## config.mk

```make
export PLATFORM = sky130hd
export DESIGN_NAME = xfer_status_gen
export DESIGN_NICKNAME = d
export VERILOG_FILES = /design/src/rtl/xfer_status_gen.sv
export SDC_FILE = /design/constraint.sdc
export NUM_CORES = 1
export LEC_CHECK = 0
export ABC_AREA = 0
export CORE_MARGIN = 4
export CORE_UTILIZATION = 30
export CTS_CLUSTER_DIAMETER = 80
export DETAILED_ROUTE_END_ITERATION = 16
export HOLD_SLACK_MARGIN = 0.05
export SETUP_SLACK_MARGIN = 0.05
export SLEW_MARGIN = 10
export SYNTH_ARGS = -nofsm -noshare
export SYNTH_HDL_FRONTEND = slang
export SYNTH_SLANG_ARGS = --single-unit
```

## constraint.sdc

```tcl
create_clock -name Clk -period 3.25 [get_ports Clk]
set_clock_uncertainty 0.05 [all_clocks]
set_input_delay 0.325 -clock Clk [delete_from_list [all_inputs] [get_ports Clk]]
set_output_delay 0.325 -clock Clk [all_outputs]
set_load 0.05 [all_outputs]
```

## src/rtl/xfer_status_gen.sv

```systemverilog
// xfer_status_gen: request/ack transfer sequencer with bounded wait,
// driving registered Wait/Valid/Error/Timeout/Clear status levels.
module xfer_status_gen #(
    parameter int TIMEOUT = 4,
    parameter int CW      = 4
) (
    input  logic          Clk,
    input  logic          Rst_n,
    input  logic          Req,
    input  logic          Ack,
    input  logic          Nak,
    input  logic          Abort,
    input  logic          ErrAck,
    output logic          Wait,
    output logic          Valid,
    output logic          Error,
    output logic          Timeout,
    output logic          Clear,
    output logic [CW-1:0] WaitCnt
);
    typedef enum logic [2:0] {S_IDLE, S_WAIT, S_DONE, S_FAIL, S_CLR} state_t;
    localparam logic [CW-1:0] LAST = CW'(TIMEOUT - 1);
    state_t        state_q, state_d;
    logic [CW-1:0] cnt_q, cnt_d;
    logic          cause_q, cause_d;
    logic          wait_q, valid_q, error_q, timeout_q, clear_q;
    always_comb begin
        state_d = state_q;
        cnt_d   = cnt_q;
        cause_d = cause_q;
        case (state_q)
            S_IDLE: if (Req) begin
                state_d = S_WAIT;
                cnt_d   = '0;
            end
            S_WAIT: if (Abort) state_d = S_CLR;
                else if (Nak) begin
                    state_d = S_FAIL;
                    cause_d = 1'b0;
                end else if (Ack) state_d = S_DONE;
                else if (cnt_q == LAST) begin
                    state_d = S_FAIL;
                    cause_d = 1'b1;
                end else cnt_d = cnt_q + 1'b1;
            S_DONE: state_d = S_IDLE;
            S_FAIL: if (Abort || ErrAck) begin
                state_d = S_CLR;
                cause_d = 1'b0;
            end
            default: state_d = S_IDLE;
        endcase
    end
    // Status outputs are decoded from the next state so they register with it.
    always_ff @(posedge Clk or negedge Rst_n) begin
        if (!Rst_n) begin
            state_q   <= S_IDLE;
            cnt_q     <= '0;
            cause_q   <= 1'b0;
            wait_q    <= 1'b0;
            valid_q   <= 1'b0;
            error_q   <= 1'b0;
            timeout_q <= 1'b0;
            clear_q   <= 1'b0;
        end else begin
            state_q   <= state_d;
            cnt_q     <= cnt_d;
            cause_q   <= cause_d;
            wait_q    <= state_d == S_WAIT;
            valid_q   <= state_d == S_DONE;
            error_q   <= state_d == S_FAIL;
            timeout_q <= state_d == S_FAIL && cause_d;
            clear_q   <= state_d == S_CLR;
        end
    end
    assign Wait    = wait_q;
    assign Valid   = valid_q;
    assign Error   = error_q;
    assign Timeout = timeout_q;
    assign Clear   = clear_q;
    assign WaitCnt = cnt_q;
endmodule
```

==> results.rst, run 1 <==
.. list-table::
   :header-rows: 1

   * - Metric
     - Value
   * - Mapped Area
     - 636.9 um2
   * - Synth top area share
     - 51.08%
   * - Critical Path, Cell by Cell
     - clkdlybuf4s50_1
   * - Maximum single-stage delay on the critical path
     - 0.84 ns
   * - Net count, final
     - 88
   * - Number of hold violations in the final report
     - 0
   * - Cell type of the slowest stage on the worst timing path
     - sky130_fd_sc_hd__clkdlybuf4s50_1
   * - First-pass iteration count of the detailed router
     - 3
   * - Chip Width
     - 54.08 um
   * - Inserted Clock Buffers
     - 3
   * - Wire length of the first global-routing pass
     - 2145 um
   * - CP startpoint kind
     - flop
   * - Via count of the first global-routing pass
     - about 500
   * - F_max
     - 522.4 MHz
   * - VDD IR-drop max
     - 0.0003337 V
   * - PostCTS Resize Cnt
     - 0
   * - Final-report setup violation count
     - 0
   * - Detailed Route Iter0 Violations
     - 1
   * - Gr busiest metal
     - met2
   * - Yosys cell types
     - 27
   * - TritonCTS clock tree
     - yes
   * - Routed length per instance
     - 11.54 um
   * - RSZ-0062 raised after global routing
     - false
   * - Hold-fix buffer count after cts
     - 0
   * - Clock Sink Count
     - 13
   * - Largest delay share family, worst path
     - buffers and inverters
   * - Clock root cell
     - sky130_fd_sc_hd__clkbuf_4
   * - M1 GR Usage
     - 12.77%
   * - Category of the worst setup path capture point
     - primary output
   * - Floorplan die area
     - between 2000 and 3000 um2
   * - Max Slew Vio Count
     - 0
   * - Lkg Pwr
     - 0.3548 nW
   * - CP required
     - 2.87 ns
   * - Final core utilization
     - 42.17%
   * - Remaining global-route overflow
     - 0
   * - Cell row count
     - 16
   * - Clock latency on the worst-skew pair
     - ~0.27 ns
   * - Routed via count
     - 504
   * - Diodes inserted
     - 0
   * - DRC violation count after routing
     - 0
   * - Peak fanout along the critical path
     - 6
   * - Setup TNS
     - 0 ns
   * - Die outline height
     - approximately 54 um
   * - Gp weighted congestion
     - 0.7860
   * - Share of layout cells above drive strength 1
     - 7.595%
   * - Area of the core
     - between 1500 and 2000 um2
   * - Most area-consuming cells after synthesis
     - sky130_fd_sc_hd__dfrtp_1, sky130_fd_sc_hd__nor2_1, sky130_fd_sc_hd__o21ai_0, sky130_fd_sc_hd__nor4_4, sky130_fd_sc_hd__nand2_1
   * - Fin crit share
     - 58.90%
   * - Met3 Use GR
     - under 10%
   * - Number of antenna violations at the first check in global routing
     - 0
   * - Worst reg2reg path endpoint
     - WaitCnt[3]
   * - I/O pin cnt
     - 16
   * - Shortest clock period the worst path allows after layout
     - 1.914 ns
   * - Total of warnings raised by yosys
     - 0
   * - Clock transition time at the flip-flop clock pins of the worst setup and hold paths
     - 0.08 ns
   * - Seq/Total Area, Yosys
     - 51.08%
   * - All-Layer GR Usage
     - 10.40%
   * - Library cell occupying the most area in the post-synthesis netlist
     - sky130_fd_sc_hd__dfrtp_1
   * - Worst Tran Pin Value
     - 0.5550 ns
   * - Initial standard-cell utilization of the core
     - 32.13%
   * - Number of buffers between clock root and the deepest sink
     - 2
   * - Avg Cell Area, Syn
     - around 10 um2
   * - Post-synthesis instance total
     - between 60 and 70
   * - Power density over the cells
     - 579.2 nW/um2
   * - Post-synth net total
     - 69
   * - Maximum number of pins on one net before global-route repair
     - 14
   * - Tot Pwr
     - between 0.0004 and 0.0005 W
   * - Worst max-slew margin expressed relative to the limit
     - a little over three fifths
   * - Logic depth of the worst register-to-register path
     - 5
   * - Number of nets with antenna violations after routing
     - 0
   * - Result of the run
     - complete, no violations
   * - Area delta synth->final
     - 31.24%
   * - Reported max-cap violation count
     - 0
   * - Setup slack on the worst flop-to-flop path
     - roughly 1.5 ns
   * - # port buffers
     - 15
   * - Flops & latches, synth
     - 13
   * - Wirelength, routed
     - 1223 um
   * - Post-CTS setup repair buffer count
     - 0
   * - Bufs and invs on worst path
     - 1
   * - Met2 Track Usage GR
     - 16.33%
   * - Sum of net half-perimeters after detailed placement
     - 931.4 um
   * - Path type of the worst setup path
     - reg -> out
   * - H-Tree Level Count
     - 1
   * - Reg-to-Reg Start
     - WaitCnt[0]
   * - Worst hold-check slack
     - 0.3575 ns
   * - Hold WC Path Type
     - in -> async
   * - Arrival time worst endpoint
     - 1.54 ns
   * - Via density
     - approximately 4.8
-- layout by cell type, fill, tap and decap left out --
| cell type | Yosys | layout |
|---|---|---|
| sky130_fd_sc_hd__o21ai_0 | 5 | 5 |
| sky130_fd_sc_hd__dfrtp_1 | 13 | 13 |
| sky130_fd_sc_hd__nor4_4 | 1 | 1 |
| sky130_fd_sc_hd__nor2b_1 | 3 | 3 |
| sky130_fd_sc_hd__a21boi_1 | 1 | 1 |
| sky130_fd_sc_hd__nand3_1 | 3 | 3 |
| sky130_fd_sc_hd__nand3b_2 | 1 | 1 |
| sky130_fd_sc_hd__nor3b_2 | 1 | 1 |
| sky130_fd_sc_hd__or4_1 | 1 | 1 |
| sky130_fd_sc_hd__ha_1 | 1 | 1 |
| sky130_fd_sc_hd__a311oi_1 | 1 | 1 |
| sky130_fd_sc_hd__clkbuf_4 | 0 | 3 |
| sky130_fd_sc_hd__o211ai_1 | 2 | 2 |
| sky130_fd_sc_hd__nand3b_1 | 1 | 1 |
| sky130_fd_sc_hd__a21boi_0 | 1 | 1 |
| sky130_fd_sc_hd__o21bai_1 | 1 | 1 |
| sky130_fd_sc_hd__nor3b_1 | 1 | 1 |
| sky130_fd_sc_hd__nor2_1 | 7 | 7 |
| sky130_fd_sc_hd__a21oi_1 | 2 | 2 |
| sky130_fd_sc_hd__nand2_1 | 5 | 5 |
| sky130_fd_sc_hd__or3_1 | 1 | 1 |
| sky130_fd_sc_hd__nand2b_1 | 2 | 2 |
| sky130_fd_sc_hd__clkdlybuf4s50_1 | 0 | 15 |
| sky130_fd_sc_hd__and2_1 | 2 | 2 |
| sky130_fd_sc_hd__inv_1 | 1 | 1 |
| sky130_fd_sc_hd__and4b_1 | 1 | 1 |
| sky130_fd_sc_hd__clkbuf_1 | 0 | 1 |
| sky130_fd_sc_hd__nor4_1 | 1 | 1 |
| sky130_fd_sc_hd__o41ai_1 | 1 | 1 |
-- worst max path at each step --
stage                          start         end  slack [ns]  cells after the start
final                     WaitCnt[2]  WaitCnt[2]        1.34                      1
after CTS                 WaitCnt[2]  WaitCnt[2]        1.31                      1
after detailed placement         Nak  WaitCnt[3]        1.27                      5
after global placement           Nak  WaitCnt[3]        1.30                      5
after global routing      WaitCnt[2]  WaitCnt[2]        1.25                      1
after floorplan           WaitCnt[0]  WaitCnt[3]        1.33                      5
-- sequential cells by signal, summed over array words and instances (netlist names) --
name,cells
WaitCnt,4
state_q,3
cause_q,1
Clear,1
Timeout,1
Valid,1
Wait,1
Error,1
-- per-layer routing --
metal	share of wire [%]	vias to the layer above
met4	0	0
met3	8.8	0
met5	0	-
met2	42	16
li1	-	256
met1	49	232
-- where the power goes --
group / internal, W / switching, W / leakage [nW]
Clock: 0.0000475 / 0.0000495 / 0.0150
Sequential: 0.000188 / 0.0000272 / 0.177
Combinational: 0.0000617 / 0.000110 / 0.163
Total: 0.000297 / 0.000187 / 0.355
-- cells in the mapped netlist (all sizes together) --
cell    instances
nor2            7
and2            2
and4b           1
o41ai           1
nor3b           2
a21boi          2
nand2b          2
nand3b          2
inv             1
nand2           5
a311oi          1
or3             1
o21bai          1
or4             1
buf             1
nand3           3
o211ai          2
a21oi           2
nor4            2
ha              1
dfrtp          13
nor2b           3
o21ai           5
-- through the flow --
stage,instance area (um2),cells,setup slack (ns)
after CTS,835.8,106,1.313
after floorplan,636.9,61,1.332
final,835.8,106,1.336
after global placement,809.5,102,1.300
after global routing,835.8,106,1.247
after detailed placement,809.5,102,1.269
-- cell families (layout without fill, tap and decap cells) --
family	Yosys count	in the layout	share of synthesized area, %
AND/OR/NAND/NOR	31	31	30.45
AO/OA/AOI/OAI	14	14	14.15
flip-flops	13	13	51.08
buffers and inverters	2	20	2.357
adder cells (fa/ha/maj)	1	1	1.964
-- area by class of cell --
type | count | area (um2)
fillers | 198 | 1146
flip-flops and latches | 13 | 325.3
multi-input cells | 46 | 296.5
repair buffers | 15 | 150.1
well taps | 27 | 33.78
clock buffers | 4 | 26.28
inverters | 1 | 3.754
Note: power is estimated with default switching activity, not from simulation.
==> inputs of run 2 (changes only) <==
Clock period 3.25 ns to 1.9 ns, I/O delays scaled along.
==> run 2 against run 1 <==
Sequential power rose by 71%. Sequential cell count did not move. Largest power group unchanged. Non-clock buffer count rose by 2. Cell count rose by 1.9%. Hold slack got worse by 0.12 ns. Combinational power rose by 78%. First-iteration DRC count rose to 4.0 times the previous value.
==> results.rst, run 2 (same netlist as run 1, synthesis figures left out) <==
.. list-table::
   :header-rows: 1

   * - Metric
     - Value
   * - Gp weighted congestion
     - 0.7177 (-8.7%)
   * - Category of the worst setup path capture point
     - primary output
   * - Clock Sink Count
     - 13 (unchanged)
   * - Reported max-cap violation count
     - 0 (unchanged)
   * - F_max
     - 574.3 MHz
   * - Leading cell types in the layout, fill and taps excluded
     - sky130_fd_sc_hd__clkdlybuf4s50_1, sky130_fd_sc_hd__dfrtp_1, sky130_fd_sc_hd__nor2_1, sky130_fd_sc_hd__nand2_1, sky130_fd_sc_hd__o21ai_0
   * - Hold WC Path Type
     - in -> async
   * - Worst Tran Pin Value
     - 0.5907 ns (+0.03574 ns)
   * - Maximum number of pins on one net before global-route repair
     - 14 (unchanged)
   * - Detailed Route Iter0 Violations
     - 4 (+3)
   * - Die outline height
     - 54.08 um (unchanged)
   * - Remaining global-route overflow
     - 0 (unchanged)
   * - Cell type of the slowest stage on the worst timing path
     - sky130_fd_sc_hd__clkdlybuf4s50_1
   * - Number of hold violations in the final report
     - 0 (unchanged)
   * - Final-report setup violation count
     - 0 (unchanged)
   * - Clock root cell
     - sky130_fd_sc_hd__clkbuf_4
   * - Number of antenna violations at the first check in global routing
     - 0 (unchanged)
   * - Result of the run
     - complete, no violations
   * - Layout Cells excl Fill
     - 108 (+1.9%)
   * - Arrival time worst endpoint
     - 1.50 ns (-0.04 ns)
   * - DRC violation count after routing
     - 0 (unchanged)
   * - Shortest clock period the worst path allows after layout
     - 1.741 ns
   * - Cell row count
     - 16 (unchanged)
   * - Chip Width
     - 54.08 um (unchanged)
   * - Critical Path, Cell by Cell
     - clkdlybuf4s50_1
   * - Maximum single-stage delay on the critical path
     - 0.82 ns (-0.02 ns)
   * - Via count of the first global-routing pass
     - 515 (+2.2%)
   * - Routed via count
     - 519 (+3.0%)
   * - Max Slew Vio Count
     - 0 (unchanged)
   * - Count of fill cells added during filler insertion
     - 189 (-4.5%)
   * - All-Layer GR Usage
     - 10.75% (+0.36 points)
   * - Inserted Clock Buffers
     - 3 (unchanged)
   * - Share of layout cells above drive strength 1
     - 12.35% (+4.8 points)
   * - Lkg Pwr
     - 0.3791 nW (+6.8%)
   * - Area of the core
     - 1982 um2 (unchanged)
   * - Area delta synth->final
     - 34.38%
   * - Number of nets with antenna violations after routing
     - 0 (unchanged)
   * - Diodes inserted
     - 0 (unchanged)
   * - Setup TNS
     - 0 ns (unchanged)
   * - Wire length of the first global-routing pass
     - 2208 um (+2.9%)
   * - # port buffers
     - 15 (unchanged)
   * - Leading cell type in the layout, fill and taps excluded
     - sky130_fd_sc_hd__clkdlybuf4s50_1
   * - Net count, final
     - 90 (+2.3%)
   * - Clock transition time at the flip-flop clock pins of the worst setup and hold paths
     - 0.08 ns (about the same)
   * - Clock latency on the worst-skew pair
     - 0.27 ns (about the same)
   * - Number of buffers between clock root and the deepest sink
     - 2 (unchanged)
   * - Peak fanout along the critical path
     - 5 (-1)
   * - Largest delay share family, worst path
     - buffers and inverters
   * - Flip-flop count of the largest register after layout
     - 4 (unchanged)
   * - Tot Pwr
     - 0.0008430 W (+74%)
   * - I/O pin cnt
     - 16 (unchanged)
   * - Bufs and invs on worst path
     - 1 (unchanged)
   * - Fin crit share
     - 91.64%
   * - Power density over the cells
     - 985.0 nW/um2 (+70%)
   * - Worst max-slew margin expressed relative to the limit
     - 60.50% (-2.4 points)
   * - Floorplan die area
     - 2924 um2 (unchanged)
   * - Sum of net half-perimeters after detailed placement
     - 965 um (+3.6%)
   * - Wirelength, routed
     - 1241 um (+1.5%)
   * - H-Tree Level Count
     - 1 (unchanged)
   * - TritonCTS clock tree
     - yes
   * - CP required
     - 1.66 ns (-1.21 ns)
   * - CP startpoint kind
     - flop
   * - Hold-fix buffer count after cts
     - 0 (unchanged)
   * - Initial standard-cell utilization of the core
     - 32.13% (unchanged)
   * - RSZ-0062 raised after global routing
     - false
   * - VDD IR-drop max
     - 0.0005746 V (+72%)
   * - Routed length per instance
     - 11.49 um (-0.41%)
   * - Cell count after placement
     - 104 (+2.0%)
   * - First-pass iteration count of the detailed router
     - 4 (+1)
   * - Path type of the worst setup path
     - reg -> out
   * - Via density
     - 4.806 (+1.1%)
-- run 2: changes by cell type in the layout (fill, tap and decap cells not counted) --
cell | previous run | this run
sky130_fd_sc_hd__dlymetal6s2s_1 | 0 | 1
sky130_fd_sc_hd__dfrtp_2 | 0 | 2
sky130_fd_sc_hd__dfrtp_1 | 13 | 11
sky130_fd_sc_hd__buf_4 | 0 | 2
sky130_fd_sc_hd__clkdlybuf4s50_1 | 15 | 14
-- run 2: layout make-up --
cell class | count | area [um2] | area share [%]
clock buffer | 4 | 26.28 | 3.070
inverter | 1 | 3.754 | 0.4386
multi-input combinational | 46 | 296.5 | 34.65
tap | 27 | 33.78 | 3.947
timing repair buffer | 17 | 167.7 | 19.59
sequential | 13 | 327.8 | 38.30
-- run 2: path summary, 6_finish.rpt --
kind                       cells past startpoint       start         end  slack (ns)
max                                            1  WaitCnt[3]  WaitCnt[3]        0.16
min                                            1       Rst_n  state_q[2]        0.23
max reg2reg                                    5  WaitCnt[0]  WaitCnt[3]        0.22
min reg2reg                                    1  WaitCnt[0]  WaitCnt[0]        0.47
max in group asynchronous                      1       Rst_n  WaitCnt[1]        1.14
min in group Clk                               1  WaitCnt[0]  WaitCnt[0]        0.47
-- run 2: what timing repair did --
item,4_1_cts,5_1_grt
setup endpoints to repair,0,1
gates resized for setup,0,1
buffers inserted,0,0
-- run 2: metal layers --
metal | GRT usage [%] | wire length (um) | vias to the layer above
li1 | - | - | 258
met1 | 13.15 | 576 | 243
met2 | 16.33 | 540 | 18
met3 | 6.094 | 125 | 0
met4 | 2.490 | 0 | 0
met5 | 0 | 0 | -
-- run 2: where the power goes --
| group | internal (W) | switching, W |
|---|---|---|
| clock network | 0.0000814 | 0.0000871 |
| registers | 0.000323 | 0.0000446 |
| logic | 0.000116 | 0.000191 |
-- run 2: stage by stage --
stage	utilization, %	instance area (um2)	worst slack (ns)	hold slack, ns
final	43.18	855.8	0.1589	0.2338
after detailed placement	41.73	827.0	0.1266	0.4669
after CTS	43.06	853.3	0.1041	0.2527
after global placement	41.73	827.0	0.1461	0.4516
after global routing	43.18	855.8	0.06523	0.2772
after floorplan	-	639.4	0.09547	-0.1556
==> inputs of run 3 (changes only) <==
Settings changed: DONT_BUFFER_PORTS set to 1, REMOVE_ABC_BUFFERS set to 1.
==> run 3 against run 2 <==
Combinational power is 38% lower. Sequential share of layout area rose by 4.2 points. Worst setup slack better by 0.049 ns. Hold slack got worse by 0.18 ns. First-iteration DRC count rose to 4.5 times the previous value. Sequential cell count stayed put. Routed wire length rose by 12%. Non-clock buffer count shrank 8. Critical path type is now reg -> reg. Critical endpoint is now WaitCnt[3]. Largest power group unchanged.
==> results.rst, run 3 (same netlist as run 1, synthesis figures left out) <==
.. list-table::
   :header-rows: 1

   * - Metric
     - Value
   * - Setup slack of the critical path after layout
     - 0.2076 ns (+0.04871 ns)
   * - Clock transition time at the flip-flop clock pins of the worst setup and hold paths
     - 0.08 ns (about the same)
   * - CP startpoint kind
     - flop
   * - Leading cell type in the layout, fill and taps excluded
     - sky130_fd_sc_hd__dfrtp_1
   * - Sum of net half-perimeters after detailed placement
     - 998.6 um (+3.5%)
   * - Final-report setup violation count
     - 0 (unchanged)
   * - Hold path depth
     - 3
   * - Logic depth of the worst register-to-register path
     - 5 (unchanged)
   * - Hold WC Path Type
     - in -> reg
   * - H-Tree Level Count
     - 1 (unchanged)
   * - Inserted Clock Buffers
     - 3 (unchanged)
   * - Setup slack on the worst flop-to-flop path
     - 0.21 ns (about the same)
   * - Worst reg2reg path endpoint
     - WaitCnt[3]
   * - Cell row count
     - 16 (unchanged)
   * - Routed length per instance
     - 13.84 um (+20%)
   * - Area delta synth->final
     - 20.24%
   * - Setup TNS
     - 0 ns (unchanged)
   * - Tot Pwr
     - 0.0007918 W (-6.1%)
   * - CP required
     - 2.05 ns (+0.39 ns)
   * - VDD IR-drop max
     - 0.0005743 V (about the same)
   * - Flip-flop count of the largest register after layout
     - 4 (unchanged)
   * - Via density
     - 5.020 (+4.5%)
   * - Post-placement setup slack
     - 0.2113 ns (+0.08466 ns)
   * - I/O pin cnt
     - 16 (unchanged)
   * - Fin crit share
     - 89.07% (-2.6 points)
   * - Leading cell types in the layout, fill and taps excluded
     - sky130_fd_sc_hd__dfrtp_1, sky130_fd_sc_hd__nor2_1, sky130_fd_sc_hd__nand2_1, sky130_fd_sc_hd__o21ai_0, sky130_fd_sc_hd__dlygate4sd3_1
   * - Clock root cell
     - sky130_fd_sc_hd__clkbuf_4
   * - Routed via count
     - 502 (-3.3%)
   * - Diodes inserted
     - 0 (unchanged)
   * - Chip Width
     - 54.08 um (unchanged)
   * - Reported max-cap violation count
     - 0 (unchanged)
   * - Initial standard-cell utilization of the core
     - 32.13% (unchanged)
   * - Number of nets with antenna violations after routing
     - 0 (unchanged)
   * - Result of the run
     - complete, no violations
   * - Number of buffers between clock root and the deepest sink
     - 2 (unchanged)
   * - Worst Hold Path EP
     - WaitCnt[2]
   * - Detailed Route Iter0 Violations
     - 18 (+14)
   * - Clock Sink Count
     - 13 (unchanged)
   * - Detailed-routing wirelength on met1
     - 603 um (+4.7%)
   * - Net count, final
     - 82 (-8.9%)
   * - Via count of the first global-routing pass
     - 526 (+2.1%)
   * - Cell count after placement
     - 91 (-13%)
   * - Startpoint of the lowest-slack hold path
     - Req
   * - Category of the worst setup path capture point
     - flop
   * - Layout Cells excl Fill
     - 100 (-7.4%)
   * - Worst max-slew margin expressed relative to the limit
     - 61.21% (+0.72 points)
   * - Wirelength, routed
     - 1384 um (+12%)
   * - Arrival time worst endpoint
     - 1.85 ns (+0.35 ns)
   * - Number of hold violations in the final report
     - 0 (unchanged)
   * - # port buffers
     - 0 (-15)
   * - Shortest clock period the worst path allows after layout
     - 1.692 ns (-0.04871 ns)
   * - Worst Tran Pin Value
     - 0.5799 ns (-0.01082 ns)
   * - Detailed-routed wire length on met3
     - 178 um (+42%)
   * - Post-CTS setup repair buffer count
     - 0 (unchanged)
   * - Top routing layer used
     - met3
   * - Clock latency on the worst-skew pair
     - 0.27 ns (about the same)
   * - Max Slew Vio Count
     - 0 (unchanged)
   * - Power density over the cells
     - 1034 nW/um2 (+5.0%)
   * - Worst hold-check slack
     - 0.05675 ns (-0.1770 ns)
   * - Area of the core
     - 1982 um2 (unchanged)
   * - F_max
     - 590.9 MHz (+2.9%)
   * - TritonCTS clock tree
     - yes
   * - Remaining global-route overflow
     - 0 (unchanged)
   * - Gp weighted congestion
     - 0.7122 (-0.77%)
   * - Detailed-routed wire length on met2
     - 603 um (+12%)
   * - Floorplan die area
     - 2924 um2 (unchanged)
   * - First-pass iteration count of the detailed router
     - 4 (unchanged)
   * - Lkg Pwr
     - 0.3412 nW (-10%)
   * - All-Layer GR Usage
     - 11.19% (+0.44 points)
   * - Wire length of the first global-routing pass
     - 2325 um (+5.3%)
   * - Reg-to-Reg Start
     - WaitCnt[0]
   * - Maximum number of pins on one net before global-route repair
     - 14 (unchanged)
   * - PostCTS Resize Cnt
     - 0 (unchanged)
   * - RSZ-0062 raised after global routing
     - false
   * - Number of antenna violations at the first check in global routing
     - 0 (unchanged)
   * - Share of layout cells above drive strength 1
     - 13.70% (+1.4 points)
   * - DRC violation count after routing
     - 0 (unchanged)
   * - Peak fanout along the critical path
     - 7 (+2)
   * - Die outline height
     - 54.08 um (unchanged)
   * - Path type of the worst setup path
     - reg -> reg
-- run 3: how the worst max path moves through the flow --
stage	start	endpoint	slack [ns]
6_report	WaitCnt[0]	WaitCnt[3]	0.21
5_1_grt	WaitCnt[1]	Timeout	0.08
4_1_cts	WaitCnt[0]	WaitCnt[3]	0.19
3_5_place_dp	WaitCnt[0]	WaitCnt[3]	0.21
3_3_place_gp	WaitCnt[0]	Timeout	0.24
2_1_floorplan	WaitCnt[0]	WaitCnt[3]	-0.02
-- run 3: power breakdown --
group / switching [W] / internal, W
clock network: 0.0000892 / 0.0000814
registers: 0.000110 / 0.000321
logic: 0.000120 / 0.0000703
-- run 3: layout make-up --
| class | instances | area [um2] |
|---|---|---|
| fill | 199 | 1216 |
| inverter | 1 | 3.754 |
| sequential | 13 | 325.3 |
| tap | 27 | 33.78 |
| timing repair buffer | 9 | 80.08 |
| multi-input combinational | 46 | 296.5 |
| clock buffer | 4 | 26.28 |
-- run 3: timing repair --
item                                    4_1_cts  5_1_grt
hold buffers                                  5        0
endpoints found under the setup margin        0        0
hold endpoints to repair                     17        0
-- run 3: through the flow --
step           cell area [um2]  utilization (%)
3_3_place_gp             689.4            34.79
5_1_grt                  765.7            38.64
6_report                 765.7            38.64
2_1_floorplan            625.6                -
3_5_place_dp             689.4            34.79
4_1_cts                  765.7            38.64
-- run 3: worst max-delay path: stages, from the launching register on --
cell                       delay [ns]
sky130_fd_sc_hd__dfrtp_1         0.39
sky130_fd_sc_hd__ha_1            0.22
sky130_fd_sc_hd__nor3b_2         0.19
sky130_fd_sc_hd__nand3b_2        0.27
sky130_fd_sc_hd__or3_1           0.37
sky130_fd_sc_hd__a21boi_1        0.14
-- run 3: metal layers --
| layer | GRT usage [%] | vias to the layer above |
|---|---|---|
| li1 | - | 246 |
| met1 | 13.09 | 236 |
| met2 | 15.73 | 20 |
| met3 | 8.587 | 0 |
| met4 | 3.320 | 0 |
| met5 | 0 | - |
